===== src/rtl/riscv_pkg.sv =====
// Shared fetch-side types: FSM state encoding, FIFO entry layout and the
// address range check used for both redirect targets and sequential PCs.
package riscv_pkg;

    localparam int INSTR_W = 32;
    localparam logic [31:0] RESET_PC_DEFAULT = 32'h0000_0000;

    typedef enum logic [1:0] {
        ST_BOOT  = 2'd0,
        ST_RUN   = 2'd1,
        ST_HALT  = 2'd2,
        ST_FAULT = 2'd3
    } fetch_state_t;

    typedef struct packed {
        logic [31:0]        pc;
        logic [INSTR_W-1:0] instr;
    } fetch_entry_t;

    // True when the byte address is misaligned or its word index is past imem.
    function automatic logic addr_bad(input logic [31:0] addr, input logic [31:0] words);
        return (addr[1:0] != 2'b00) || ({2'b00, addr[31:2]} >= words);
    endfunction

endpackage


===== src/rtl/fetch_fifo.sv =====
// Small synchronous prefetch FIFO with flush; read data is the head entry,
// valid only while not empty.
module fetch_fifo #(
    parameter int DEPTH = 2,
    parameter int W     = 64
) (
    input  logic         clk,
    input  logic         srst,
    input  logic         push,
    input  logic         pop,
    input  logic         flush,
    input  logic [W-1:0] wdata,
    output logic [W-1:0] rdata,
    output logic         full,
    output logic         empty
);
    localparam int AW = (DEPTH > 1) ? $clog2(DEPTH) : 1;

    logic [W-1:0]  mem [DEPTH];
    logic [AW-1:0] wr_ptr_reg;
    logic [AW-1:0] rd_ptr_reg;
    logic [AW:0]   count_reg;

    always_ff @(posedge clk) begin
        if (srst || flush) begin
            wr_ptr_reg <= '0;
            rd_ptr_reg <= '0;
            count_reg  <= '0;
        end else begin
            if (push) wr_ptr_reg <= wr_ptr_reg + 1'b1;
            if (pop)  rd_ptr_reg <= rd_ptr_reg + 1'b1;
            if (push && !pop)      count_reg <= count_reg + 1'b1;
            else if (pop && !push) count_reg <= count_reg - 1'b1;
        end
    end

    // Storage carries no reset; the top masks head data while empty.
    always_ff @(posedge clk) begin
        if (push && !flush) mem[wr_ptr_reg] <= wdata;
    end

    assign rdata = mem[rd_ptr_reg];
    assign full  = (count_reg == (AW+1)'(DEPTH));
    assign empty = (count_reg == '0);

endmodule


===== src/rtl/instr_fetch_ctrl.sv =====
// Instruction fetch sequencer: PC, fetch FSM, fault tracking, prefetch FIFO.
// Define FETCH_STATS_EN to add fetch/stall/redirect counter ports.
module instr_fetch_ctrl
    import riscv_pkg::*;
#(
    parameter logic [31:0] RESET_PC   = RESET_PC_DEFAULT,
    parameter int          IMEM_WORDS = 1024,
    parameter int          FIFO_DEPTH = 2
) (
    input  logic               clk,
    input  logic               reset,
    output logic [31:0]        imem_addr,
    input  logic [INSTR_W-1:0] imem_rdata,
    output logic               if_valid,
    output logic [31:0]        if_pc,
    output logic [INSTR_W-1:0] if_instr,
    input  logic               if_ready,
    input  logic               redirect_valid,
    input  logic [31:0]        redirect_pc,
    input  logic               halt_req,
    output logic               fetch_fault,
    output logic [31:0]        fault_pc
`ifdef FETCH_STATS_EN
    ,
    output logic [31:0]        fetch_cnt,
    output logic [31:0]        stall_cnt,
    output logic [31:0]        redirect_cnt
`endif
);
    localparam logic [31:0] WORDS = 32'(IMEM_WORDS);

    fetch_state_t state_reg, state_next;
    logic [31:0]  pc_reg, pc_next;
    logic         fault_reg, fault_next;
    logic [31:0]  fault_pc_reg, fault_pc_next;

    logic         redirect_take, redirect_bad, seq_fault;
    logic         push, pop, full, empty;
    fetch_entry_t wr_entry, head_entry;

    assign redirect_take = redirect_valid && (state_reg != ST_BOOT);
    assign redirect_bad  = addr_bad(redirect_pc, WORDS);
    assign seq_fault     = !redirect_take && (state_reg inside {ST_RUN, ST_HALT})
                           && addr_bad(pc_reg, WORDS);

    always_ff @(posedge clk) begin
        if (reset) begin
            state_reg    <= ST_BOOT;
            pc_reg       <= RESET_PC;
            fault_reg    <= 1'b0;
            fault_pc_reg <= '0;
        end else begin
            state_reg    <= state_next;
            pc_reg       <= pc_next;
            fault_reg    <= fault_next;
            fault_pc_reg <= fault_pc_next;
        end
    end

    always_comb begin
        state_next = state_reg;
        if (state_reg == ST_BOOT)
            state_next = ST_RUN;
        else if (redirect_take)
            state_next = redirect_bad ? ST_FAULT : ST_RUN;
        else if (seq_fault)
            state_next = ST_FAULT;
        else if (state_reg == ST_RUN && halt_req)
            state_next = ST_HALT;
        else if (state_reg == ST_HALT && !halt_req)
            state_next = ST_RUN;
    end

    // Redirect flushes the FIFO, so a pop in that cycle is dropped with it.
    always_comb begin
        pop           = !empty && if_ready && !redirect_take;
        push          = (state_reg == ST_RUN) && !halt_req && !redirect_take
                        && !seq_fault && (!full || pop);
        pc_next       = pc_reg;
        fault_next    = fault_reg;
        fault_pc_next = fault_pc_reg;
        if (redirect_take) begin
            pc_next    = redirect_pc;
            fault_next = redirect_bad;
            if (redirect_bad) fault_pc_next = redirect_pc;
        end else if (seq_fault) begin
            fault_next    = 1'b1;
            fault_pc_next = pc_reg;
        end else if (push) begin
            pc_next = pc_reg + 32'd4;
        end
    end

    assign wr_entry.pc    = pc_reg;
    assign wr_entry.instr = imem_rdata;

    fetch_fifo #(
        .DEPTH (FIFO_DEPTH),
        .W     ($bits(fetch_entry_t))
    ) u_fifo (
        .clk   (clk),
        .srst  (reset),
        .push  (push),
        .pop   (pop),
        .flush (redirect_take),
        .wdata (wr_entry),
        .rdata (head_entry),
        .full  (full),
        .empty (empty)
    );

    assign imem_addr   = pc_reg;
    assign if_valid    = !empty;
    assign if_pc       = empty ? '0 : head_entry.pc;
    assign if_instr    = empty ? '0 : head_entry.instr;
    assign fetch_fault = fault_reg;
    assign fault_pc    = fault_pc_reg;

`ifdef FETCH_STATS_EN
    logic [31:0] fetch_cnt_reg, stall_cnt_reg, redirect_cnt_reg;

    always_ff @(posedge clk) begin
        if (reset) begin
            fetch_cnt_reg    <= '0;
            stall_cnt_reg    <= '0;
            redirect_cnt_reg <= '0;
        end else begin
            if (push)                 fetch_cnt_reg    <= fetch_cnt_reg + 1'b1;
            if (if_valid && !if_ready) stall_cnt_reg   <= stall_cnt_reg + 1'b1;
            if (redirect_take)        redirect_cnt_reg <= redirect_cnt_reg + 1'b1;
        end
    end

    assign fetch_cnt    = fetch_cnt_reg;
    assign stall_cnt    = stall_cnt_reg;
    assign redirect_cnt = redirect_cnt_reg;
`endif

endmodule


===== config.mk =====
export PLATFORM = sky130hd
export DESIGN_NAME = instr_fetch_ctrl
export DESIGN_NICKNAME = d
export VERILOG_FILES = /design/src/rtl/riscv_pkg.sv /design/src/rtl/fetch_fifo.sv /design/src/rtl/instr_fetch_ctrl.sv
export SDC_FILE = /design/constraint.sdc
export NUM_CORES = 1
export LEC_CHECK = 0
export ABC_AREA = 1
export CORE_ASPECT_RATIO = 0.75
export CORE_MARGIN = 1.5
export CORE_UTILIZATION = 51
export CTS_CLUSTER_DIAMETER = 50
export CTS_CLUSTER_SIZE = 24
export DETAILED_ROUTE_END_ITERATION = 6
export HOLD_SLACK_MARGIN = 0.06
export MAX_ROUTING_LAYER = met4
export PLACE_DENSITY = 0.85
export SYNTH_ARGS = -nofsm -noshare
export SYNTH_HDL_FRONTEND = slang
export SYNTH_SLANG_ARGS = --single-unit

===== constraint.sdc =====
create_clock -name clk -period 6.6 [get_ports clk]
set_input_delay 1.98 -clock clk [delete_from_list [all_inputs] [get_ports clk]]
set_output_delay 1.98 -clock clk [all_outputs]
set_load 0.02 [all_outputs]

======== Word level (Yosys, flattened, before mapping) ========
Memories as Yosys holds them, arrays and structs flattened. A register that Yosys moved wholly into a read port is not among the register bits.
Cells that the tools add are included.
storage, ports and cells
  register bits after elaboration ......... 71
  memories ................................ 1
  output and inout port bits .............. 130
  memory bits (writable) .................. 128
  bits of input ports ..................... 69
cells by class
  mux-type cells .......................... 22
  reduce and logical (&&, ||, !) cells .... 39
  $lt $le $gt $ge ......................... 2
  equal/unequal tests ..................... 5
  add/subtract/negate cells ............... 5
memory list
  name        words  width  read ports  clocked after Yosys merged registers in  wr ports  RTL line          RTL
  u_fifo.mem  2      64     1           1                                        1         fetch_fifo.sv:19  logic [W-1:0] mem [DEPTH];
operator list
  cell                   count
  $mux 32                8
  $ge 30x11->1 const B   2
  $add 32x3->32 const B  1
  $logic_and 1x1->1      14
  $mux 2                 7
  $reduce_bool 2->1      7
  $logic_not 1->1        7
  $mux 1                 7
  $reduce_bool 5->1      1
  $eq 2x2->1 const B     2
  $logic_not 2->1        2
  $logic_or 1x1->1       4
  $reduce_and 2->1       2
  $reduce_bool 4->1      1
  $add 1x1->1 const B    2
  $add 2x1->2 const B    1
  $eq 2x1->1 const B     1
  $ne 2x1->1 const B     1
  $ne 2x2->1 const B     1
  $reduce_or 2->1        1
  $sub 2x1->2 const B    1

======== Logic depth before layout (Yosys ltp) ========
  depth after elaboration ................. 12
  depth in mapped cells ................... 15

======== Modules after synthesis ========
From an unflattened synthesis, not the netlist that was laid out.
second synthesis, totals
  cell total of the unflattened synthesis .. 994
  area total of the unflattened synthesis .. 9,634.2 um2
by module, submodules not included
  module            seq. area each (um2)  times used  area an instance (um2)  cells an instance
  fetch_fifo        3,943.8               1           5,158.7                 233
  instr_fetch_ctrl  1,341.3               1           4,475.5                 761

======== Worst setup path before layout ========
Ideal clock, no wire load.
  kind .................................... input to register
  start point ............................. input redirect_valid
  end point ............................... memory u_fifo.mem[1][0], enable pin
  library setup time ...................... 0.488 ns
  data arrival time ....................... 5.333 ns
  slack ................................... 0.779 ns
  stages .................................. 6
  path buffers ............................ 1
  path through ............................ nand2_2 inv_1 buf_4 a21oi_2 nand2_1 nor2_1
on the way
  word-level cells in the longest chain between the ends .. 10
RTL lines
  what                              RTL line                RTL
  start: declaration                instr_fetch_ctrl.sv:18  input logic redirect_valid,
  $logic_and 1x1->1 (*)             instr_fetch_ctrl.sv:41  assign redirect_take = redirect_valid && (state_reg != ST_BOOT);
  $logic_not 1->1 (*)               --
  $logic_and 1x1->1                 instr_fetch_ctrl.sv:43  assign seq_fault = !redirect_take && (state_reg inside {ST_RUN, ST_HALT})
  $logic_and 1x1->1                 instr_fetch_ctrl.sv:44  && addr_bad(pc_reg, WORDS);
  $logic_not 1->1                   instr_fetch_ctrl.sv:78  && !seq_fault && (!full || pop);
  $logic_and 1x1->1 (2 in series)   instr_fetch_ctrl.sv:78
  $logic_and 1x1->1 (*)             fetch_fifo.sv:39        if (push && !flush) mem[wr_ptr_reg] <= wdata;
  $mux 1 (*)                        fetch_fifo.sv:39
  $mux 1 (implied by the code) (*)  fetch_fifo.sv:39
  end: declaration                  fetch_fifo.sv:19
Every way passes the cells marked *; elsewhere a longest branch is shown, timed or not.

==> flow_summary.toml <==
[status]
status = "finished clean"

[global_routing]
track_usage = 0.276
antenna_found_initial = 1
grt_max_degree = 66
grt_pass1_wl_um = 38700
grt_remaining_overflow = 0
grt_pass1_vias = 7314

[cts]
ctsResizeCount = 0
cts_tree = "yes"
root_buffer = "clkbuf_16"
cts_buffers = 17
clock_latency_ps = 450
clock-sinks = 200
cts_setup_buffers = 0
clk_pin_slew_ps = 70
cts_hold_buf = 0
htree_levels = 4
clk_path_buf_depth = 2

[setup_path]
worstPathMaxFanout = 65
ff2ff_setup_slack_ps = 3280
cp.depth = 5
r2r_cells = 9
worstPathArrival_ps = 3070
reg2reg_to = "u_fifo.mem[0][55]"
cp_slowest_stage_delay_ps = 920
worstSetupEndpointType = "output pin"
slowest_stage = "inv_2"
cp_top_family = "buffers and inverters"
cp.required_ps = 4620
path_cells = "buf_4, inv_2, nand2_1, a21oi_1, clkdlybuf4s50_1"
reg2reg_from = "state_reg[0]"
worst-path-buf-inv = 3
startpoint_type = "flip-flop"
crit_type = "reg2out"

[logic_synthesis]
syn_area_um2 = 9170
synth_seq_cells = 200
synthArstFlopShare = 0
avgSynthCellArea_um2 = 8.80
synth.top_cells.by_area = "edfxtp_1, dfxtp_1, nand2_1, nor2_1, a21oi_1"
yosysSeqAreaShare = 0.576
synth_fp_nets = 1118
ys_warn_count = 0
syn_inst = 1043
synth_ff_type = "edfxtp_1"
synth_top_area_frac = 0.419
synth_edf_count = 128
synthDistinctLibCells = 41
yosysTopAreaCell = "edfxtp_1"

[cells_and_area]
nets = 1293
seq_area_um2 = 5290
largest_register_ffs = 128
layout.cells.non_filler = 1473
area_growth_pct = 29.1
n_fill_cell = 1371
drive_gt1_frac = 0.0724
multi_input_area_um2 = 3390

[timing]
setup_slack_ps = 1550
relSlewSlack = 0.239
fin_crit_sh = 0.765
final-hold-violation-count = 0
drv_slew = 0
fin_crit_ps = 5050
tightest_slew_ps = 1140
rsz0062_at_grt = "no"
setup_viol = 0
finClkSkew_ps = 14.8
max_clock_freq_ghz = 0.198
setup_tns_ps = 0

[die]
die_h_um = 119
core-area_um2 = 17600
start_util = 0.521
die-area_um2 = 18800
num_rows = 42
die_w_um = 158
num_io_pins = 199

[job]
max_cap_violations = 0

[worst_hold_path]
min_from = "fault_pc[0]"
hold_class = "reg2reg"
holdPathEnd = "fault_pc[0]"
hold-path-cell-count = 2

[pwr]
max-vdd-ir-drop_mv = 0.317
power_leakage_nw = 4.53
power_density_nw_per_um2 = 371

[drt]
drc = 0
wl_per_cell_um = 16.8
drt_wl_total_um = 24800
drt_iter0_drc = 1000
via_per_inst = 5.39
first_pass_iters = 7
ant_nets = 0
vias = 7936

[placed_design]
portBuffers = 198
dp_hpwl_um = 16500
pre_cts_ws_ps = 1570
routabilityCongestion = 0.937
dpl.cell_count = 1441
## metrics by stage
step	hold slack [ps]	utilization	power (mW)	cell area (µm²)
3_5_place_dp	466	0.639	3.34	11300
4_1_cts	491	0.673	4.39	11800
2_1_floorplan	460	-	2.70	9170
3_3_place_gp	456	0.639	3.31	11300
6_report	492	0.673	4.39	11800
5_1_grt	518	0.673	4.61	11800
## report_power, final
| part | switching (mW) | internal, mW | total (mW) |
|---|---|---|---|
| clock network | 0.479 | 0.570 | 1.05 |
| registers | 0.207 | 1.55 | 1.76 |
| logic | 0.974 | 0.612 | 1.59 |
## worst max path at each step
stage / to / start
after detailed placement: u_fifo.mem[0][18] / redirect_valid
final: if_pc[18] / flip-flop
after floorplan: u_fifo.mem[1][0] / redirect_valid
after global placement: u_fifo.mem[0][16] / redirect_valid
after global routing: if_pc[10] / flip-flop
after CTS: if_instr[2] / flip-flop
## cell type report
type	instances	area share
multi-input cells	731	0.286
diodes	1	0.000211
flip-flops and latches	200	0.446
repair buffers	205	0.172
clock buffers	18	0.0362
clock inverters	13	0.0137
inverters	63	0.0204
well taps	242	0.0256
## synthesized netlist by cell type, types with 2 or more instances
library cell,count
edfxtp_1,128
inv_1,48
or2_2,3
o21ai_0,66
nor3_1,11
buf_2,8
inv_2,13
a21oi_1,79
clkbuf_8,2
nand4_1,17
nor2_2,4
nand3_2,4
mux2i_1,2
xor2_1,2
nand3_1,47
nor2_4,6
nor3_4,2
clkbuf_1,22
o21ai_1,11
dfxtp_1,72
buf_1,8
nand3_4,2
nand2_1,287
buf_6,7
ha_1,6
nor2_1,163
nand2_2,6
nand2_4,4
## cells by family after synthesis
family	synth area share
AND/OR/NAND/NOR	0.265
flip-flops	0.576
AO/OA/AOI/OAI	0.0902
buffers and inverters	0.0562
adder cells (fa/ha/maj)	0.00818
XOR/XNOR	0.00191
multiplexers	0.00218
## cells in the final DEF (no fill, tap or decap), types with 3 or more instances in the layout
cell	Yosys	layout
nand2_2	6	6
nand4_1	17	17
ha_1	6	6
nor3_1	11	11
inv_1	48	47
a21oi_1	79	79
clkbuf_16	0	17
nand2_1	287	287
inv_6	1	4
or2_2	3	3
nor2_4	6	8
buf_4	1	7
nor2_2	4	4
nand3_1	47	47
clkdlybuf4s50_1	0	198
o21ai_1	11	11
edfxtp_1	128	128
inv_2	13	14
nand2_4	4	4
nand3_2	4	4
nor2_1	163	161
dfxtp_1	72	71
inv_8	0	3
o21ai_0	66	66
## layer usage
layer / GRT usage / vias to the layer above / share of wire
met1: 0.398 / 3609 / 0.45
met2: 0.388 / 474 / 0.43
met3: 0.0568 / 37 / 0.11
met4: 0.0943 / 0 / 0.016
met5: - / - / 0
li1: - / 3816 / -
## worst register-to-register path: stages (launching register included)
cell     delay (ps)
dfxtp_1         320
inv_1            90
ha_1            190
inv_2            50
nand2_2         550
inv_2           390
a21oi_2         280
nand2_1         220
nor2_4          120
buf_4           660
No activity file was read; power rests on OpenSTA's default activity.
